<file path="src/rtl/alu_decode.sv">
// RV32I decode stage: turns an instruction plus register operands into a
// registered ALU command held in a one-entry valid/ready pipeline register.
module alu_decode (
    input  logic        clk,
    input  logic        rst,
    input  logic        in_valid,
    output logic        in_ready,
    input  logic [31:0] instr,
    input  logic [31:0] rs1_data,
    input  logic [31:0] rs2_data,
    input  logic [31:0] pc,
    input  logic        flush,
    output logic        out_valid,
    input  logic        out_ready,
    output logic [3:0]  alu_fn,
    output logic [31:0] operandA,
    output logic [31:0] operandB,
    output logic        btype,
    output logic        bneq,
    output logic        illegal,
    output logic [15:0] dec_count
);

    localparam logic [6:0] OP_REG    = 7'b0110011;
    localparam logic [6:0] OP_IMM    = 7'b0010011;
    localparam logic [6:0] OP_LUI    = 7'b0110111;
    localparam logic [6:0] OP_AUIPC  = 7'b0010111;
    localparam logic [6:0] OP_LOAD   = 7'b0000011;
    localparam logic [6:0] OP_STORE  = 7'b0100011;
    localparam logic [6:0] OP_JAL    = 7'b1101111;
    localparam logic [6:0] OP_JALR   = 7'b1100111;
    localparam logic [6:0] OP_BRANCH = 7'b1100011;

    localparam logic [6:0] F7_BASE   = 7'b0000000;
    localparam logic [6:0] F7_ALT    = 7'b0100000;

    localparam logic [3:0] FN_ADD    = 4'b0000;
    localparam logic [3:0] FN_SLL    = 4'b0001;
    localparam logic [3:0] FN_SLT    = 4'b0010;
    localparam logic [3:0] FN_SLTU   = 4'b0011;
    localparam logic [3:0] FN_SRL    = 4'b0101;
    localparam logic [3:0] FN_SUB    = 4'b1000;
    localparam logic [3:0] FN_SGT    = 4'b1001;
    localparam logic [3:0] FN_UGT    = 4'b1010;
    localparam logic [3:0] FN_SRA    = 4'b1101;

    logic [6:0]  w_opcode;
    logic [2:0]  w_funct3;
    logic [6:0]  w_funct7;
    logic [31:0] w_immI;
    logic [31:0] w_immS;
    logic [31:0] w_immU;
    logic [31:0] w_shamt;

    assign w_opcode = instr[6:0];
    assign w_funct3 = instr[14:12];
    assign w_funct7 = instr[31:25];
    assign w_immI   = {{20{instr[31]}}, instr[31:20]};
    assign w_immS   = {{20{instr[31]}}, instr[31:25], instr[11:7]};
    assign w_immU   = {instr[31:12], 12'b0};
    assign w_shamt  = {27'b0, instr[24:20]};

    logic [3:0]  w_rawFn;
    logic [31:0] w_rawA;
    logic [31:0] w_rawB;
    logic        w_rawBtype;
    logic        w_rawBneq;
    logic        w_illegal;

    always_comb begin
        w_rawFn    = FN_ADD;
        w_rawA     = 32'b0;
        w_rawB     = 32'b0;
        w_rawBtype = 1'b0;
        w_rawBneq  = 1'b0;
        w_illegal  = 1'b0;
        case (w_opcode)
            OP_REG: begin
                w_rawA = rs1_data;
                w_rawB = rs2_data;
                if (w_funct7 == F7_BASE) begin
                    w_rawFn = {1'b0, w_funct3};
                end else if (w_funct7 == F7_ALT && w_funct3 == 3'b000) begin
                    w_rawFn = FN_SUB;
                end else if (w_funct7 == F7_ALT && w_funct3 == 3'b101) begin
                    w_rawFn = FN_SRA;
                end else begin
                    w_illegal = 1'b1;
                end
            end
            OP_IMM: begin
                w_rawA = rs1_data;
                if (w_funct3 == 3'b001) begin
                    w_rawB  = w_shamt;
                    w_rawFn = FN_SLL;
                end else if (w_funct3 == 3'b101) begin
                    w_rawB  = w_shamt;
                    w_rawFn = instr[30] ? FN_SRA : FN_SRL;
                end else begin
                    w_rawB  = w_immI;
                    w_rawFn = {1'b0, w_funct3};
                end
            end
            OP_LUI: begin
                w_rawB = w_immU;
            end
            OP_AUIPC: begin
                w_rawA = pc;
                w_rawB = w_immU;
            end
            OP_LOAD: begin
                w_rawA = rs1_data;
                w_rawB = w_immI;
            end
            OP_STORE: begin
                w_rawA = rs1_data;
                w_rawB = w_immS;
            end
            OP_JAL, OP_JALR: begin
                w_rawA = pc;
                w_rawB = 32'd4;
            end
            OP_BRANCH: begin
                w_rawA     = rs1_data;
                w_rawB     = rs2_data;
                w_rawBtype = 1'b1;
                // BGE/BGEU are evaluated as "greater than" by the ALU; the
                // branch unit combines that with equality on its side.
                case (w_funct3)
                    3'b000:  w_rawFn = FN_SUB;
                    3'b001: begin
                        w_rawFn   = FN_SUB;
                        w_rawBneq = 1'b1;
                    end
                    3'b100:  w_rawFn = FN_SLT;
                    3'b101:  w_rawFn = FN_SGT;
                    3'b110:  w_rawFn = FN_SLTU;
                    3'b111:  w_rawFn = FN_UGT;
                    default: w_illegal = 1'b1;
                endcase
            end
            default: begin
                w_illegal = 1'b1;
            end
        endcase
    end

    logic [3:0]  w_decFn;
    logic [31:0] w_decA;
    logic [31:0] w_decB;
    logic        w_decBtype;
    logic        w_decBneq;

    // An undecodable word still produces a command, but a fully neutral one.
    assign w_decFn    = w_illegal ? FN_ADD : w_rawFn;
    assign w_decA     = w_illegal ? 32'b0  : w_rawA;
    assign w_decB     = w_illegal ? 32'b0  : w_rawB;
    assign w_decBtype = w_illegal ? 1'b0   : w_rawBtype;
    assign w_decBneq  = w_illegal ? 1'b0   : w_rawBneq;

    logic        r_valid;
    logic [3:0]  r_fn;
    logic [31:0] r_opA;
    logic [31:0] r_opB;
    logic        r_btype;
    logic        r_bneq;
    logic        r_illegal;
    logic [15:0] r_count;
    logic        w_load;

    assign in_ready = !r_valid || out_ready;
    assign w_load   = in_valid && in_ready && !flush;

    always_ff @(posedge clk or posedge rst) begin
        if (rst) begin
            r_valid <= 1'b0;
        end else if (flush) begin
            r_valid <= 1'b0;
        end else if (w_load) begin
            r_valid <= 1'b1;
        end else if (out_ready) begin
            r_valid <= 1'b0;
        end
    end

    always_ff @(posedge clk or posedge rst) begin
        if (rst) begin
            r_fn      <= FN_ADD;
            r_opA     <= 32'b0;
            r_opB     <= 32'b0;
            r_btype   <= 1'b0;
            r_bneq    <= 1'b0;
            r_illegal <= 1'b0;
        end else if (w_load) begin
            r_fn      <= w_decFn;
            r_opA     <= w_decA;
            r_opB     <= w_decB;
            r_btype   <= w_decBtype;
            r_bneq    <= w_decBneq;
            r_illegal <= w_illegal;
        end
    end

    always_ff @(posedge clk or posedge rst) begin
        if (rst) begin
            r_count <= 16'h0000;
        end else if (w_load) begin
            r_count <= r_count + 16'h0001;
        end
    end

    assign out_valid = r_valid;
    assign alu_fn    = r_fn;
    assign operandA  = r_opA;
    assign operandB  = r_opB;
    assign btype     = r_btype;
    assign bneq      = r_bneq;
    assign illegal   = r_illegal;
    assign dec_count = r_count;

endmodule

</file>
<file path="config.mk">
export PLATFORM = sky130hd
export DESIGN_NAME = alu_decode
export DESIGN_NICKNAME = d
export VERILOG_FILES = /design/src/rtl/alu_decode.sv
export SDC_FILE = /design/constraint.sdc
export NUM_CORES = 1
export LEC_CHECK = 0
export CAP_MARGIN = 25
export CORE_AREA = 2 2 105 107
export CTS_CLUSTER_DIAMETER = 30
export DETAILED_ROUTE_END_ITERATION = 8
export DIE_AREA = 0 0 107 109
export PLACE_DENSITY_LB_ADDON = 0.15
export REMOVE_ABC_BUFFERS = 1
export SYNTH_ARGS = -nofsm -noshare
export SYNTH_HDL_FRONTEND = slang
export SYNTH_SLANG_ARGS = --single-unit
</file>
<file path="constraint.sdc">
create_clock -name clk -period 6.7 [get_ports clk]
set_clock_uncertainty 0.2 [all_clocks]
set_input_delay 1.005 -clock clk [delete_from_list [all_inputs] [get_ports clk]]
set_output_delay 1.005 -clock clk [all_outputs]
set_load 0.02 [all_outputs]
</file>
; ---- Yosys cells after proc, flatten, opt, wreduce, memory -nomap -nowiden
; Index checks and enable logic that the tools add are counted.
; Widths: inputs -> output; s select.
[op_classes]
addsub = 1
eq_ne = 15
mux = 28
reduce_logical = 18
[ops]
columns = cell, n
row1 = $pmux 32 s6, 1
row2 = $mux 32, 4
row3 = $pmux 32 s2, 1
row4 = $eq 7x6->1 const B, 4
row5 = $mux 4, 7
row6 = $eq 7x7->1 const B, 3
row7 = $pmux 4 s5, 1
row8 = $add 16x1->16 const B, 1
row9 = $eq 7x5->1 const B, 2
row10 = $eq 3x3->1 const B, 4
row11 = $mux 1, 12
row12 = $pmux 4 s3, 1
row13 = $reduce_or 2->1, 4
row14 = $eq 7x2->1 const B, 1
row15 = $logic_not 7->1, 1
row16 = $reduce_or 7->1, 1
row17 = $reduce_or 6->1, 1
row18 = $reduce_or 5->1, 1
row19 = $logic_and 1x1->1, 4
row20 = $eq 3x1->1 const B, 1
row21 = $logic_not 3->1, 1
row22 = $pmux 1 s3, 1
row23 = $reduce_bool 3->1, 1
row24 = $reduce_or 3->1, 1
row25 = other kinds (2), 3
[totals]
regBits = 88
in_bits = 133
word_cells = 70

; ---- Logic depth before layout (Yosys ltp)
[depth]
word_depth = 7
ltp_mapped = 9
depth_no_buf = 5

; ---- Least setup slack after synthesis
; Ideal clock, no wire load.
[synth_path]
path_kind = input port to flip-flop
start = input port out_ready
end = register r_illegal, in the netlist illegal
setup_ps = 119
arrival_ps = 2316
required_time_ps = 6381
slack_ps = 4065
cell_stages = 9
path_buffers = 4
path_cell_list = nand2b_1 -> clkbuf_1 -> and2_1 -> buf_2 -> o211a_1 -> o21ai_2 -> buf_6 -> buf_12 -> o21a_1
[synth_via]
elab_chain_len = 3
[synth_rtl]
columns = item, line
row1 = from (decl), 14  ; input logic out_ready,
row2 = $logic_or 1x1->1, 171  ; assign in_ready = !r_valid || out_ready;
row3 = via in_ready, 7  ; output logic in_ready,
row4 = $logic_and 1x1->1 (2 in a row), 172  ; assign w_load = in_valid && in_ready && !flush;
row5 = to (signal assigned), 200  ; r_illegal <= w_illegal;
row6 = to (decl), 167  ; logic r_illegal;
; The timed path passes the listed nets, and every way through them passes these cells.
; A chain may end at the register's enable or synchronous reset.

; ---- Worst setup path after layout
[layout_path]
start = input port out_ready
end = output port in_ready
[layout_via]
elab_chain_len = 1
[layout_rtl]
columns = item, line
row1 = $logic_or 1x1->1, 171
row2 = to (decl), 7
; Every way passes these cells.

==> summary.md <==
| Metric | Value |
|---|---|
| Status | `complete, no violations` |
| R2r setup slk | `4240 ps` |
| P_leak | `~2.7 nW` |
| R2R Path End | `operandA[13]` |
| Count of state elements after synthesis | `approximately 90` |
| Initial core utilization | `0.427` |
| RSZ-0062 raised after global routing | `false` |
| Avg Vias per Cell | `5.33` |
| Critical path arrival | `2320 ps` |
| Layout cells sized above 1 | `0.128` |
| CTS root buf | `clkbuf_8` |
| Routed via count | `~4300` |
| Drt wl/cell | `about 17 um` |
| H-tree Lvls | `3` |
| Yosys top cell by area | `dfrtp_1` |
| Hpwl dp | `9.86 mm` |
| CTS tree | `done` |
| Mapped Avg Cell Area | `between 10 and 15 sq um` |
| Setup violators final | `0` |
| GRT Total Usage | `0.229` |
| First-pass GRT wire length | `20.9 mm` |
| Power density over cell area | `roughly 170 nW/um^2` |
| Critical Path Start Type | `primary input` |
| Die Wd | `approximately 110 um` |
| Core Region | `between 10000 and 15000 sq um` |
| Final Hold Viols | `0` |
| Crit path launch | `out_ready` |
| Post_cts resized | `0` |
| Synth unique cells | `between 40 and 50` |
| Die area | `11700 sq um` |
| Initial antenna violation count | `0` |
| Site Rows | `38` |
| Worst setup endpoint | `in_ready` |
| Mapped Area | `approximately 4500 sq um` |
| Post-synthesis sequential area ratio | `0.487` |
| Worst setup EP type | `output pin` |
| DRT iter0 DRCs | `between 200 and 300` |
| CTS buffer count | `9` |
| CP Class | `in -> out` |
| Count leader, synth | `dfrtp_1` |
| Final net count | `793` |
| Bufs on Longest Clock Path | `2` |
| Vias in the first global route | `about 4200` |
| Synth top area share | `0.487` |
| Max-slew violations | `0` |
| Most frequent cells after synthesis | `dfrtp_1, nand2_1, o21ai_2, a22oi_1, o21ai_0` |
| Post-Place Setup Slack | `~2800 ps` |
| R2R depth | `6` |
| First drt pass iteration count | `4` |
| Async SR Flop Fraction | `1.00` |
| Port Buf Inserts | `221` |
| Fin crit share | `0.526` |
| Max Cap Viol | `0` |
| HP Class | `reg -> reg` |
| Fin crit period | `between 3000 and 4000 ps` |
| Worst-path clk slew | `~80 ps` |
| GRT overflow | `0` |
| Antenna Nets Post-Route | `0` |
| Syn Inst Count | `~450` |
| I/O pin count | `approximately 220` |
| Clk sinks | `88` |
| EDFF count, synth | `0` |
| Final WS setup | `3180 ps` |
| Setup TNS | `0 ps` |
| Final Wtd Congestion | `~0.85` |
| Largest net degree at the start of global routing | `73` |
| Reg2reg start | `out_valid` |
| Latest clock arrival within the worst-skew pair | `350 ps` |
| Number of diodes | `0` |
| WL final | `between 10 and 15 mm` |
| CTS Hold Bufs | `0` |
| Req. time, crit path | `about 5500 ps` |
| Synth top area cells | `dfrtp_1, o21ai_2, a22oi_1` |
| Die span in y | `109 um` |
| Actual slew at the worst max-slew pin | `approximately 1000 ps` |
| Crit-path max FO | `6` |
| Drc violations | `0` |
| Rel. slew slack | `0.334` |
| Max Fclk | `roughly 0.28 GHz` |
| Number of synthesis warnings | `0` |
| Layout fillers | `just under 900` |
| Hold Path Cell Cnt | `1` |
| Area grow syn2layout | `54.7%` |
| Ys flop type | `dfrtp_1` |
| Post-CTS Setup Inserts | `0` |
| Maximum vdd ir drop | `~110 uV` |
## final cells by class
| type | count | area [sq um] | share of cell area |
|---|---|---|---|
| clock buffer | 12 | 155 | 0.0222 |
| clock inverter | 4 | 51.3 | 0.00733 |
| inverter | 6 | 23.8 | 0.00340 |
| multi-input combinational | 325 | 2100 | 0.300 |
| sequential | 88 | 2200 | 0.315 |
| tap | 140 | 175 | 0.0250 |
| timing repair buffer | 229 | 2290 | 0.328 |
## stage by stage
step,utilization,power (mW),instance area [sq um],hold slack [ps],instances
2_1_floorplan,-,0.651,4300,378,419
3_3_place_gp,0.638,0.788,6760,260,787
3_5_place_dp,0.641,0.795,6790,264,788
4_1_cts,0.660,1.18,7000,278,804
5_1_grt,0.660,1.22,7000,293,804
6_report,0.660,1.17,7000,271,804
## critical path, cell delays in order
cell and delay (ps):
clkdlybuf4s50_1 450, nand2b_1 220, clkdlybuf4s50_1 640
## sequential cells by signal, summed over array words and instances, names as in the netlist
signal     cells
illegal        1
out_valid      1
operandA      32
alu_fn         4
dec_count     16
btype          1
bneq           1
operandB      32
## logic make-up (layout without fill, tap and decap cells)
logic type      count (synthesis)  in the layout  synth area share
compound gates                166            166             0.276
simple gates                  142            142             0.149
flops                          88             88             0.487
buf+inv                        38            251            0.0539
xor+xnor                       16             16            0.0310
fa+ha+maj                       1              1           0.00277
## how the worst min path moves through the flow
stage / start / endpoint / slack, ps
floorplan: dec_count[15] / dec_count[15] / 380
global route: operandB[14] / operandB[14] / 290
finish: dec_count[15] / dec_count[15] / 270
detailed placement: dec_count[15] / dec_count[15] / 260
global placement: operandA[25] / operandA[25] / 260
CTS: dec_count[15] / dec_count[15] / 280
## per-layer routing
metal  share of wire  vias up  track usage
li1                -     2066            -
met1            0.40     2034        0.267
met2            0.51      177        0.404
met3           0.087       10       0.0783
met4          0.0072        0       0.0575
met5               0        -            0
## power by group
part	internal (mW)	switching, mW
registers	0.547	0.0181
logic	0.123	0.0954
clock network	0.194	0.190
## cell usage in the layout (no fill, tap or decap), types with 2 or more instances in the layout
master	n
clkdlybuf4s50_1	221
dfrtp_1	88
nand2_1	81
o21ai_2	49
a22oi_1	43
o21ai_0	24
a221oi_1	20
nor2_1	14
a21oi_1	11
clkbuf_8	11
xnor2_1	10
nand3_1	7
buf_4	7
xor2_1	6
nand4_1	6
inv_1	5
nand2b_1	5
nor2b_1	5
a21boi_0	3
and2_1	3
and4_1	3
o21ai_1	2
nor3_1	2
o211a_1	2
and3_1	2
o22ai_1	2
a31oi_1	2
clkinv_2	2
Power figures use the tool's default switching activity.
